**src/rtl/clz_unsigned_divider.sv**
```systemverilog
// Iterative restoring unsigned divider; leading-zero counts trim the iteration count to shift+1.
// Latency 1 cycle for early-outs, shift+2 otherwise; start is ignored (not queued) while busy, abort flushes.
module clz_unsigned_divider #(
    parameter  int DATA_WIDTH = 32,
    localparam int CLZ_W      = $clog2(DATA_WIDTH)
) (
    input  logic                  i_clk,
    input  logic                  i_rst,
    input  logic                  i_start,
    input  logic [DATA_WIDTH-1:0] i_dividend,
    input  logic [CLZ_W-1:0]      i_dividend_CLZ,
    input  logic [DATA_WIDTH-1:0] i_divisor,
    input  logic [CLZ_W-1:0]      i_divisor_CLZ,
    input  logic                  i_divisor_is_zero,
    input  logic                  i_abort,
    output logic                  o_ready,
    output logic                  o_done,
    output logic [DATA_WIDTH-1:0] o_quotient,
    output logic [DATA_WIDTH-1:0] o_remainder
);

    typedef enum logic {S_IDLE, S_RUN} state_t;

    state_t                r_state;
    state_t                w_next_state;
    logic [DATA_WIDTH-1:0] r_q;
    logic [DATA_WIDTH-1:0] r_rem;
    logic [DATA_WIDTH-1:0] r_d;
    logic [CLZ_W-1:0]      r_count;
    logic                  r_done;

    logic                  w_accept;
    logic                  w_needs_run;
    logic [CLZ_W-1:0]      w_shift;
    logic                  w_borrow;
    logic [DATA_WIDTH-1:0] w_diff;

    assign w_accept    = i_start & o_ready & ~i_abort & ~i_rst;
    assign w_needs_run = ~i_divisor_is_zero & (i_dividend != '0) &
                         (i_divisor_CLZ >= i_dividend_CLZ);
    assign w_shift     = i_divisor_CLZ - i_dividend_CLZ;

    // Single subtractor: the borrow out doubles as the rem < d comparison.
    assign {w_borrow, w_diff} = {1'b0, r_rem} - {1'b0, r_d};

    always_ff @(posedge i_clk) begin
        if (i_rst) begin
            r_state <= S_IDLE;
        end else begin
            r_state <= w_next_state;
        end
    end

    always_comb begin
        w_next_state = r_state;
        case (r_state)
            S_IDLE: if (w_accept && w_needs_run) w_next_state = S_RUN;
            S_RUN:  if (i_abort || r_count == '0) w_next_state = S_IDLE;
            default: w_next_state = S_IDLE;
        endcase
    end

    always_comb begin
        o_ready = (r_state == S_IDLE);
    end

    always_ff @(posedge i_clk) begin
        if (i_rst) begin
            r_q     <= '0;
            r_rem   <= '0;
            r_d     <= '0;
            r_count <= '0;
            r_done  <= 1'b0;
        end else begin
            r_done <= 1'b0;
            if (i_abort) begin
                r_count <= '0;
            end else if (w_accept) begin
                if (i_divisor_is_zero) begin
                    r_q    <= '1;
                    r_rem  <= i_dividend;
                    r_done <= 1'b1;
                end else if (i_dividend == '0) begin
                    r_q    <= '0;
                    r_rem  <= '0;
                    r_done <= 1'b1;
                end else if (i_divisor_CLZ < i_dividend_CLZ) begin
                    r_q    <= '0;
                    r_rem  <= i_dividend;
                    r_done <= 1'b1;
                end else begin
                    r_q     <= '0;
                    r_rem   <= i_dividend;
                    r_d     <= i_divisor << w_shift;
                    r_count <= w_shift;
                end
            end else if (r_state == S_RUN) begin
                if (!w_borrow) r_rem <= w_diff;
                r_q <= {r_q[DATA_WIDTH-2:0], ~w_borrow};
                r_d <= r_d >> 1;
                if (r_count == '0) begin
                    r_done <= 1'b1;
                end else begin
                    r_count <= r_count - 1'b1;
                end
            end
        end
    end

    assign o_done      = r_done;
    assign o_quotient  = r_q;
    assign o_remainder = r_rem;

endmodule

```
**config.mk**
```make
export PLATFORM = sky130hd
export DESIGN_NAME = clz_unsigned_divider
export DESIGN_NICKNAME = d
export VERILOG_FILES = /design/src/rtl/clz_unsigned_divider.sv
export SDC_FILE = /design/constraint.sdc
export NUM_CORES = 1
export LEC_CHECK = 0
export CAP_MARGIN = 20
export CORE_MARGIN = 2
export CORE_UTILIZATION = 45
export CTS_BUF_LIST = sky130_fd_sc_hd__clkbuf_16
export CTS_CLUSTER_SIZE = 12
export DETAILED_ROUTE_END_ITERATION = 10
export PLACE_DENSITY = 0.68
export SYNTH_ARGS = -nofsm -noshare
export SYNTH_HDL_FRONTEND = slang
export SYNTH_SLANG_ARGS = --single-unit
export TNS_END_PERCENT = 1
```
**constraint.sdc**
```tcl
create_clock -name i_clk -period 3.9 [get_ports i_clk]
set_clock_uncertainty 0.15 [all_clocks]
set_input_delay 0.78 -clock i_clk [delete_from_list [all_inputs] [get_ports i_clk]]
set_output_delay 0.78 -clock i_clk [all_outputs]
set_load 0.02 [all_outputs]
```
==> metrics.md, run 1 <==
| Metric | Value |
|---|---|
| Worst Reg2Reg Path Length in Cells | `13` |
| Slew Viols, Final | `0` |
| Commonest cells after routing, fill and taps aside | `143 x clkdlybuf4s50_1, 104 x nand2_1, 103 x dfxtp_1` |
| WL final | `23300 um` |
| Pwr/cell area | `846 nW/um^2` |
| Worst-Skew Late Latency | `0.35 ns` |
| Synthesized instance count | `999` |
| Startpoint types | `primary input` |
| First-pass GRT wire length | `37100 um` |
| Outcome | `finished, final reports clean` |
| Share of the synthesized area in the top cell type | `26.5%` |
| Iter 0 DRT Violations | `612` |
| Hold bufs inserted after CTS | `0` |
| FMAX | `278 MHz` |
| Syn_area_per_cell | `7.80 um^2` |
| R2R Path Start | `o_remainder[0]` |
| Start point of the critical path | `i_dividend_CLZ[0]` |
| Req. time, crit path | `4.02 ns` |
| Post-synth top area cell | `dfxtp_1` |
| Crit path arrival time | `3.71 ns` |
| Register area share after synthesis | `26.5%` |
| Final Cell Area | `9960 um^2` |
| Critical Path Sink | `r_d[31]` |
| Crit path kind | `in2reg` |
| WHS | `0.324 ns` |
| Initial core utilization | `45.5%` |
| GRT overflow | `0` |
| Minimum clock period | `3.59 ns` |
| Worst slew margin | `51.0%` |
| Number of flops mapped to enable cells by yosys | `0` |
| FF+latch area | `2060 um^2` |
| Number of synthesized register bits | `103` |
| Multi-input combinational cell area | `5290 um^2` |
| WHS Path Cells | `2` |
| Area after DPL | `9640 um^2` |
| Die span in x | `136 um` |
| Area grow syn2layout | `27.8%` |
| Clk slew on worst S/H paths | `0.07 ns` |
| Antenna Violating Nets Remaining | `0` |
| Synth unique cells | `66` |
| Final Hold Viols | `0` |
| Post-CTS Setup Bufs | `0` |
| Tot GR Track Use | `24.8%` |
| PostCTS Resize Cnt | `0` |
| Final setup violation count | `0` |
| RSZ-0062 raised after global routing | `no` |
| TritonCTS clock tree | `yes` |
| Max_cap viols | `0` |
| Final core utilization | `58.2%` |
| Ys flop type | `dfxtp_1` |
| Pwr Total | `8430 uW` |
| Number of global-route vias before repair | `7316` |
| LEAKAGE | `0.00394 uW` |
| Layout Nets | `1247` |
| IO Pins | `145` |
| Initial antenna violation count | `0` |
| HP Class | `reg2reg` |
| Setup TNS | `0 ns` |
| Clock H-tree levels | `3` |
| CTS Buf Count | `9` |
| Share of layout cells above drive strength 1 | `9.28%` |
| Crit share post-route | `92.1%` |
| Antenna cells | `0` |
| Largest net degree at the start of global routing | `55` |
| DRC violations left | `0` |
| Crit Reg-Reg Endpoint | `o_remainder[22]` |
| Fill cell count | `1651` |
| I/O Buffers | `144` |
| DIE AREA | `18400 um^2` |
| Core Area | `17100 um^2` |
| Yosys warnings | `0` |
| Reg-to-reg slack, setup | `0.37 ns` |
| Most common cell after layout, fill and taps aside | `clkdlybuf4s50_1` |
| Highest fanout seen on the critical path | `15` |
| Async set-reset flop share out of synthesis | `0%` |
| First drt pass iteration count | `5` |
| Max rail drop VDD | `0.536 mV` |
| DIE HEIGHT | `136 um` |
| Detail Placement HPWL | `17200 um` |
| Core Rows | `48` |
| Kind of end point of the critical path | `flip-flop` |
| Worst Tran Pin Value | `0.730 ns` |
| Root Driver | `clkbuf_16` |
| Clock tree buffer depth | `2` |
| Synthesized area | `7790 um^2` |
| Via count | `7900` |
| Synth top area cells | `dfxtp_1 26%, mux2i_1 7.3%, ha_1 6.3%, a21oi_1 6.1%, nand2_1 5.0%` |
| Routability Congestion | `0.925` |
| Syn_nets | `1119` |
| CTS Sinks | `103` |
| DR WL/cell | `17.2 um` |
| Vias/cell | `5.82` |
| Hold path startpoint | `r_d[18]` |
## critical path: stages
cell	delay, ns
clkdlybuf4s50_1	0.47
ha_2	0.18
inv_1	0.05
fa_2	0.67
buf_4	0.26
mux2i_1	0.31
a21oi_1	0.14
mux2i_1	0.26
a21oi_1	0.12
or3_1	0.31
a21oi_1	0.16
## registers in the layout (all words and copies together), names as in the netlist
signal       cells
r_count          5
o_quotient      32
r_d             32
o_remainder     32
o_done           1
r_state          1
## cells in the mapped netlist (all sizes together) (3+ instances only)
master and number:
o21bai 3, nor2b 11, inv 50, clkbuf 51, nand2 104, o211a 4
o21ai 44, buf 18, nand2b 6, o221ai 6, a22oi 14, xnor2 18
ha 39, nand4 7, a31oi 13, a211oi 61, dfxtp 103, o21a 3
xor2 14, nor4 9, or3 5, a21o 16, nand3 12, a221oi 14
nor2 98, a211o 5, a21oi 95, mux4 8, mux2i 57, and2 5
nor3 45, mux2 4, a311oi 10, o211ai 14
## report_power, final
part | switching, uW | internal, uW | total (uW)
Clock | 454 | 512 | 967
Combinational | 3310 | 2720 | 6030
Sequential | 189 | 1240 | 1430
Total | 3960 | 4470 | 8430
## kinds of logic (layout without fill, tap and decap cells)
| family | after synthesis | count (layout) | share of synthesized area, % |
|---|---|---|---|
| compound gates | 320 | 320 | 28.6 |
| xor+xnor | 32 | 32 | 3.60 |
| fa+ha+maj | 41 | 41 | 6.77 |
| buf+inv | 119 | 252 | 6.16 |
| flops | 103 | 103 | 26.5 |
| mux | 69 | 69 | 10.2 |
| simple gates | 315 | 315 | 18.2 |
## layout make-up
class                      count  area share (%)
tap                          225            2.83
clock inverter                 7           0.879
sequential                   103            20.7
inverter                      50            1.88
multi-input combinational    777            53.1
timing repair buffer         186            18.3
clock buffer                   9            2.26
## metrics by stage
step / setup slack, ns / instances
final: 0.309 / 1357
after global routing: 0.110 / 1357
after CTS: 0.251 / 1357
after detailed placement: -0.0612 / 1341
after global placement: -0.0206 / 1341
after floorplan: 0.271 / 999
## worst min-delay path by stage
stage / to / slack [ns]
2_1_floorplan: r_d[17] / 0.29
3_3_place_gp: r_d[17] / 0.29
3_5_place_dp: r_d[18] / 0.32
4_1_cts: r_d[17] / 0.33
5_1_grt: r_d[19] / 0.35
6_report: r_d[18] / 0.32
## per-layer routing
metal	routed length [um]	part of all wire (%)	vias up	GRT usage (%)
li1	-	-	3926	-
met1	11700	50	3718	37.4
met2	9930	43	238	37.1
met3	1390	6.0	18	3.55
met4	272	1.2	0	5.38
met5	0	0	-	0
Power figures use the tool's default switching activity.
==> run 2: changes to the inputs <==
Settings changed: CAP_MARGIN 20 to unset, MAX_ROUTING_LAYER set to met4, RECOVER_POWER set to 25.
==> metrics.md, run 2 (same netlist as run 1, synthesis figures left out) <==
| Metric | Value |
|---|---|
| Area grow syn2layout | `27.8%` |
| First-pass GRT wire length | `37200 um` |
| Final Hold Viols | `0` |
| Outcome | `finished, final reports clean` |
| Crit path arrival time | `3.71 ns` |
| Initial core utilization | `45.5%` |
| Wl on met1 | `11700 um` |
| Req. time, crit path | `4.02 ns` |
| Kind of end point of the critical path | `flip-flop` |
| DRC violations left | `0` |
| DIE HEIGHT | `136 um` |
| Slew Viols, Final | `0` |
| FMAX | `278 MHz` |
| LEAKAGE | `0.00407 uW` |
| I/O Buffers | `144` |
| Final core utilization | `58.2%` |
| DIE AREA | `18400 um^2` |
| Antenna Violating Nets Remaining | `0` |
| WL final | `23300 um` |
| Routability Congestion | `0.941` |
| Max_cap viols | `0` |
| Iter 0 DRT Violations | `635` |
| Core Area | `17100 um^2` |
| DR WL/cell | `17.1 um` |
| Post-CTS Setup Bufs | `0` |
| Number of global-route vias before repair | `7328` |
| Worst slew margin | `51.0%` |
| CTS Sinks | `103` |
| Initial antenna violation count | `0` |
| Final setup violation count | `0` |
| CTS Buf Count | `9` |
| RSZ-0062 raised after global routing | `no` |
| Tot GR Track Use | `25.5%` |
| Max rail drop VDD | `0.537 mV` |
| Met3 Wirelength | `1260 um` |
| Clk slew on worst S/H paths | `0.07 ns` |
| Antenna cells | `0` |
| Final Cell Area | `9960 um^2` |
| Top Layer Used | `met4` |
| Worst-Skew Late Latency | `0.35 ns` |
| Clock tree buffer depth | `2` |
| First drt pass iteration count | `6` |
| Startpoint types | `primary input` |
| GRT overflow | `0` |
| Most common cell after layout, fill and taps aside | `nand2_1` |
| Detail Placement HPWL | `17200 um` |
| Layout Nets | `1247` |
| Share of layout cells above drive strength 1 | `9.28%` |
| Commonest cells after routing, fill and taps aside | `104 x nand2_1, 103 x dfxtp_1, 101 x clkdlybuf4s50_1` |
| Via count | `7909` |
| Highest fanout seen on the critical path | `15` |
| Minimum clock period | `3.59 ns` |
| TritonCTS clock tree | `yes` |
| Root Driver | `clkbuf_16` |
| Largest net degree at the start of global routing | `55` |
| Crit share post-route | `92.1%` |
| Crit path kind | `in2reg` |
| Pwr/cell area | `843 nW/um^2` |
| Vias/cell | `5.83` |
| HP Class | `reg2reg` |
| IO Pins | `145` |
| Die span in x | `136 um` |
| Area after DPL | `9640 um^2` |
| Clock H-tree levels | `3` |
| Core Rows | `48` |
| Worst Tran Pin Value | `0.730 ns` |
| Met2 routed WL | `9970 um` |
==> run 2: changes by cell type in the layout (fill, tap and decap cells not counted) <==
cell and change:
dlygate4sd3_1 +42, clkdlybuf4s50_1 -42
==> run 2: what timing repair did <==
item | 4_1_cts | 5_1_grt
endpoints found under the setup margin | 0 | 24
gates resized for setup | 0 | 1
hold buffers | 0 | 0
==> run 2: per-stage QoR <==
stage	TNS, ns	std cells	power (uW)	hold slack, ns	setup slack, ns
detailed placement	-0.120	1341	7350	0.318	-0.0612
global placement	-0.0507	1341	7310	0.295	-0.0206
global route	0	1357	9070	0.351	0.111
CTS	0	1357	8370	0.329	0.251
floorplan	0	999	5870	0.286	0.271
finish	0	1357	8400	0.324	0.309
==> run 2: layer usage <==
metal  up-vias  global-route usage [%]
li1       3936                       -
met1      3718                    37.5
met2       233                    37.1
met3        22                    3.40
met4         0                    5.38
met5         -                       -
==> run 2: layout make-up <==
class | instances | area, um^2
inverter | 50 | 188
fill | 1651 | 7160
clock buffer | 9 | 225
sequential | 103 | 2060
clock inverter | 7 | 87.6
tap | 225 | 282
multi-input combinational | 777 | 5290
timing repair buffer | 186 | 1830
==> run 2: critical path, stage by stage <==
cell and delay, ns:
clkdlybuf4s50_1 0.47, ha_2 0.18, inv_1 0.05, fa_2 0.67, buf_4 0.26, mux2i_1 0.32, a21oi_1 0.15, mux2i_1 0.26
a21oi_1 0.12, or3_1 0.31, a21oi_1 0.16
==> run 2: final timing paths <==
kind | to | from | cells after the start | slack [ns]
min | r_d[18] | r_d[18] | 2 | 0.32
max | r_d[31] | i_dividend_CLZ[0] | 11 | 0.31
min reg2reg | r_d[18] | r_d[18] | 2 | 0.32
max reg2reg | o_remainder[2] | o_remainder[0] | 13 | 0.38
==> run 2: power by group <==
part	switching [uW]	total (uW)	internal, uW	leakage (uW)
Clock	451	963	512	0.000151
Sequential	187	1430	1240	0.000838
Combinational	3320	6010	2690	0.00308
==> RTL change, RTL diff (settings of run 2) <==
Register the inputs `i_dividend`, `i_dividend_CLZ`, `i_divisor`, `i_divisor_CLZ` and `i_divisor_is_zero` before use. The logic sees them one clock later. The other inputs are not delayed to match.
--- a/src/rtl/clz_unsigned_divider.sv
+++ b/src/rtl/clz_unsigned_divider.sv
@@ -23,2 +23,16 @@
 
+    logic [DATA_WIDTH-1:0] i_dividend_q;
+    logic [CLZ_W-1:0] i_dividend_CLZ_q;
+    logic [DATA_WIDTH-1:0] i_divisor_q;
+    logic [CLZ_W-1:0] i_divisor_CLZ_q;
+    logic i_divisor_is_zero_q;
+
+    always_ff @(posedge i_clk) begin
+        i_dividend_q        <= i_dividend;
+        i_dividend_CLZ_q    <= i_dividend_CLZ;
+        i_divisor_q         <= i_divisor;
+        i_divisor_CLZ_q     <= i_divisor_CLZ;
+        i_divisor_is_zero_q <= i_divisor_is_zero;
+    end
+
     state_t                r_state;
@@ -38,5 +52,5 @@
     assign w_accept    = i_start & o_ready & ~i_abort & ~i_rst;
-    assign w_needs_run = ~i_divisor_is_zero & (i_dividend != '0) &
-                         (i_divisor_CLZ >= i_dividend_CLZ);
-    assign w_shift     = i_divisor_CLZ - i_dividend_CLZ;
+    assign w_needs_run = ~i_divisor_is_zero_q & (i_dividend_q != '0) &
+                         (i_divisor_CLZ_q >= i_dividend_CLZ_q);
+    assign w_shift     = i_divisor_CLZ_q - i_dividend_CLZ_q;
 
@@ -78,7 +92,7 @@
             end else if (w_accept) begin
-                if (i_divisor_is_zero) begin
+                if (i_divisor_is_zero_q) begin
                     r_q    <= '1;
-                    r_rem  <= i_dividend;
+                    r_rem  <= i_dividend_q;
                     r_done <= 1'b1;
-                end else if (i_dividend == '0) begin
+                end else if (i_dividend_q == '0) begin
                     r_q    <= '0;
@@ -86,5 +100,5 @@
                     r_done <= 1'b1;
-                end else if (i_divisor_CLZ < i_dividend_CLZ) begin
+                end else if (i_divisor_CLZ_q < i_dividend_CLZ_q) begin
                     r_q    <= '0;
-                    r_rem  <= i_dividend;
+                    r_rem  <= i_dividend_q;
                     r_done <= 1'b1;
@@ -92,4 +106,4 @@
                     r_q     <= '0;
-                    r_rem   <= i_dividend;
-                    r_d     <= i_divisor << w_shift;
+                    r_rem   <= i_dividend_q;
+                    r_d     <= i_divisor_q << w_shift;
                     r_count <= w_shift;
Behaviour: not the same (a bounded check fails within 4 cycles, from zero or initial values and one cycle with i_rst high).
==> RTL change against run 2 <==
  * Routed wire length increased by 9.1%
  * Power shrank 13%
  * Setup slack improved by 0.18 ns
  * Non-clock buffer count shrank 17
  * Synthesized cell count increased by 7.8%
  * Sequential cell count grew 75
  * Clock power is 83% higher
  * Cell area up 18%
  * Area after synthesis up 21%
  * Utilization down 0.48 points
==> RTL change: results (changes against run 2) <==
antenna violations before repair = 0 (unchanged)
Post-route DRC = 0 (unchanged)
TritonCTS Buffers = 17 (+8)
Final #Nets = 1,312 (+5.2%)
maximum buffer depth of the clock tree = 2 (unchanged)
synth unique cells = 63 (-4.5%)
Post-CTS Setup Bufs = 0 (unchanged)
Max Cap Viol = 0 (unchanged)
status = finished, final reports clean
sequential fraction of the synthesis area = 37.9% (+11 points)
total track usage = 23.6% (-1.9 points)
async set or reset register ratio after synthesis = 0% (unchanged)
clock latency at the later pin of the worst-skew pair = 0.43 ns (+0.08 ns)
cell area after synthesis = 9400 µm² (+21%)
vias in the first global route = 7,798 (+6.4%)
Sw Share = 37.3% (-9.8 points)
CP Launch Point = o_remainder[0]$_SDFFE_PP0P_
Ant. Diodes = 0 (unchanged)
Worst VDD drop = 0.312 mV (-42%)
Routed WL = 25,400 µm (+9.1%)
buffers added on ports = 144 (unchanged)
leakage = 4.61 nW (+13%)
syn_nets = 1,197 (+7.0%)
Reg-to-Reg End = o_remainder[30]$_SDFFE_PP0P_
routed vias = 8,423 (+6.5%)
Worst Hold Launch = i_dividend_q[18]$_DFF_P_
Synth Warn # = 0 (unchanged)
post-DP HPWL = 18,700 µm (+8.8%)
crit-path max FO = 23 (+8)
HP Class = flop to flop
max-slew headroom at the worst pin = 48.1% (-2.9 points)
layout cells sized above 1 = 7.90% (-1.4 points)
# resized after CTS = 0 (unchanged)
Critical Path AT = 3.58 ns (-0.13 ns)
Post-synth top cells = 178 x dfxtp_1, 121 x nor2_1, 91 x a21oi_1
R2R Path Start = o_remainder[0]$_SDFFE_PP0P_
largest net degree at the start of global routing = 45 (-18%)
Hold Path Depth = 2 (unchanged)
first-pass GRT wire length = 40,700 µm (+9.6%)
top post-synthesis cells by area = dfxtp_1 38%, mux2i_1 6.9%, ha_1 5.2%, mux4_2 5.0%, a21oi_1 4.8%
Hold EP = o_remainder[18]$_SDFFE_PP0P_
H-tree depth = 4 (+1)
R2R depth = 12 (-1)
r2r setup slk = 0.49 ns (+0.11 ns)
gpl congestion = 0.921 (-2.1%)
pre-CTS setup slack = 0.546 ns (+0.607 ns)
Clock transition at path regs = 0.06 ns
clock root cell = clkbuf_16
Combinational Power = 3.39 mW (-44%)
Pre-antenna DRT Iters = 5 (-1)
sequential logic power = 2.12 mW (+48%)
drt initial violations = 544 (-14%)
-- RTL change: changes by cell type after synthesis, sizes merged, moves of 8 or more --
| cell | run 2 | this run |
|---|---|---|
| dfxtp | 103 | 178 |
| nand2 | 104 | 66 |
| a211oi | 61 | 34 |
| nor2 | 98 | 121 |
| mux4 | 8 | 21 |
| clkbuf | 51 | 61 |
| o21ai | 44 | 54 |
| mux2i | 57 | 65 |
-- RTL change: worst max path at each step --
stage               cells after the start  slack (ns)                           end
floorplan                              13        0.58          r_d[26]$_SDFFE_PP0P_
finish                                 12        0.49  o_remainder[30]$_SDFFE_PP0P_
CTS                                    12        0.51  o_remainder[30]$_SDFFE_PP0P_
global placement                       11        0.60  o_remainder[29]$_SDFFE_PP0P_
global route                           12        0.36  o_remainder[13]$_SDFFE_PP0P_
detailed placement                     11        0.55  o_remainder[29]$_SDFFE_PP0P_
-- RTL change: worst max-delay path, cell delays in order (launching register included) --
cell      delay (ns)
dfxtp_1         0.35
inv_1           0.06
ha_1            0.22
fa_1            0.41
nand2b_1        0.19
a21oi_1         0.28
o21bai_1        0.21
a2111o_1        0.45
a21boi_1        0.21
o21ai_1         0.10
buf_4           0.25
a32o_1          0.29
o21bai_1        0.14
-- RTL change: area by class of cell --
| cell class | instances | area [µm²] |
|---|---|---|
| clock buffer | 17 | 425 |
| clock inverter | 13 | 168 |
| fill | 1842 | 8610 |
| inverter | 54 | 203 |
| multi-input combinational | 772 | 5410 |
| sequential | 178 | 3560 |
| tap | 270 | 338 |
| timing repair buffer | 169 | 1650 |
-- RTL change: metrics by stage --
step	power [mW]	hold slack (ns)	instance area, µm²	std cells
2_1_floorplan	4.60	0.280	9400	1077
3_3_place_gp	5.48	0.304	11200	1443
3_5_place_dp	5.51	0.297	11200	1443
4_1_cts	7.29	0.312	11800	1473
5_1_grt	7.73	0.347	11800	1473
6_report	7.27	0.317	11800	1473
-- RTL change: cells by family (layout without fill, tap and decap cells) --
group / after synthesis / in the layout / synth area share [%]
XOR/XNOR: 25 / 25 / 2.33
AND/OR/NAND/NOR: 313 / 313 / 15.2
buffers and inverters: 127 / 253 / 5.14
AO/OA/AOI/OAI: 301 / 301 / 21.1
adder cells (fa/ha/maj): 41 / 41 / 5.62
multiplexers: 92 / 92 / 12.7
flip-flops: 178 / 178 / 37.9
-- RTL change: routing by layer --
metal  global-route usage (%)  vias up  wire [µm]
met2                     36.5      274      11700
li1                         -     4168          -
met3                     2.91       39       1190
met1                     32.4     3942      11900
met4                     7.38        0        572
met5                        -        -          0
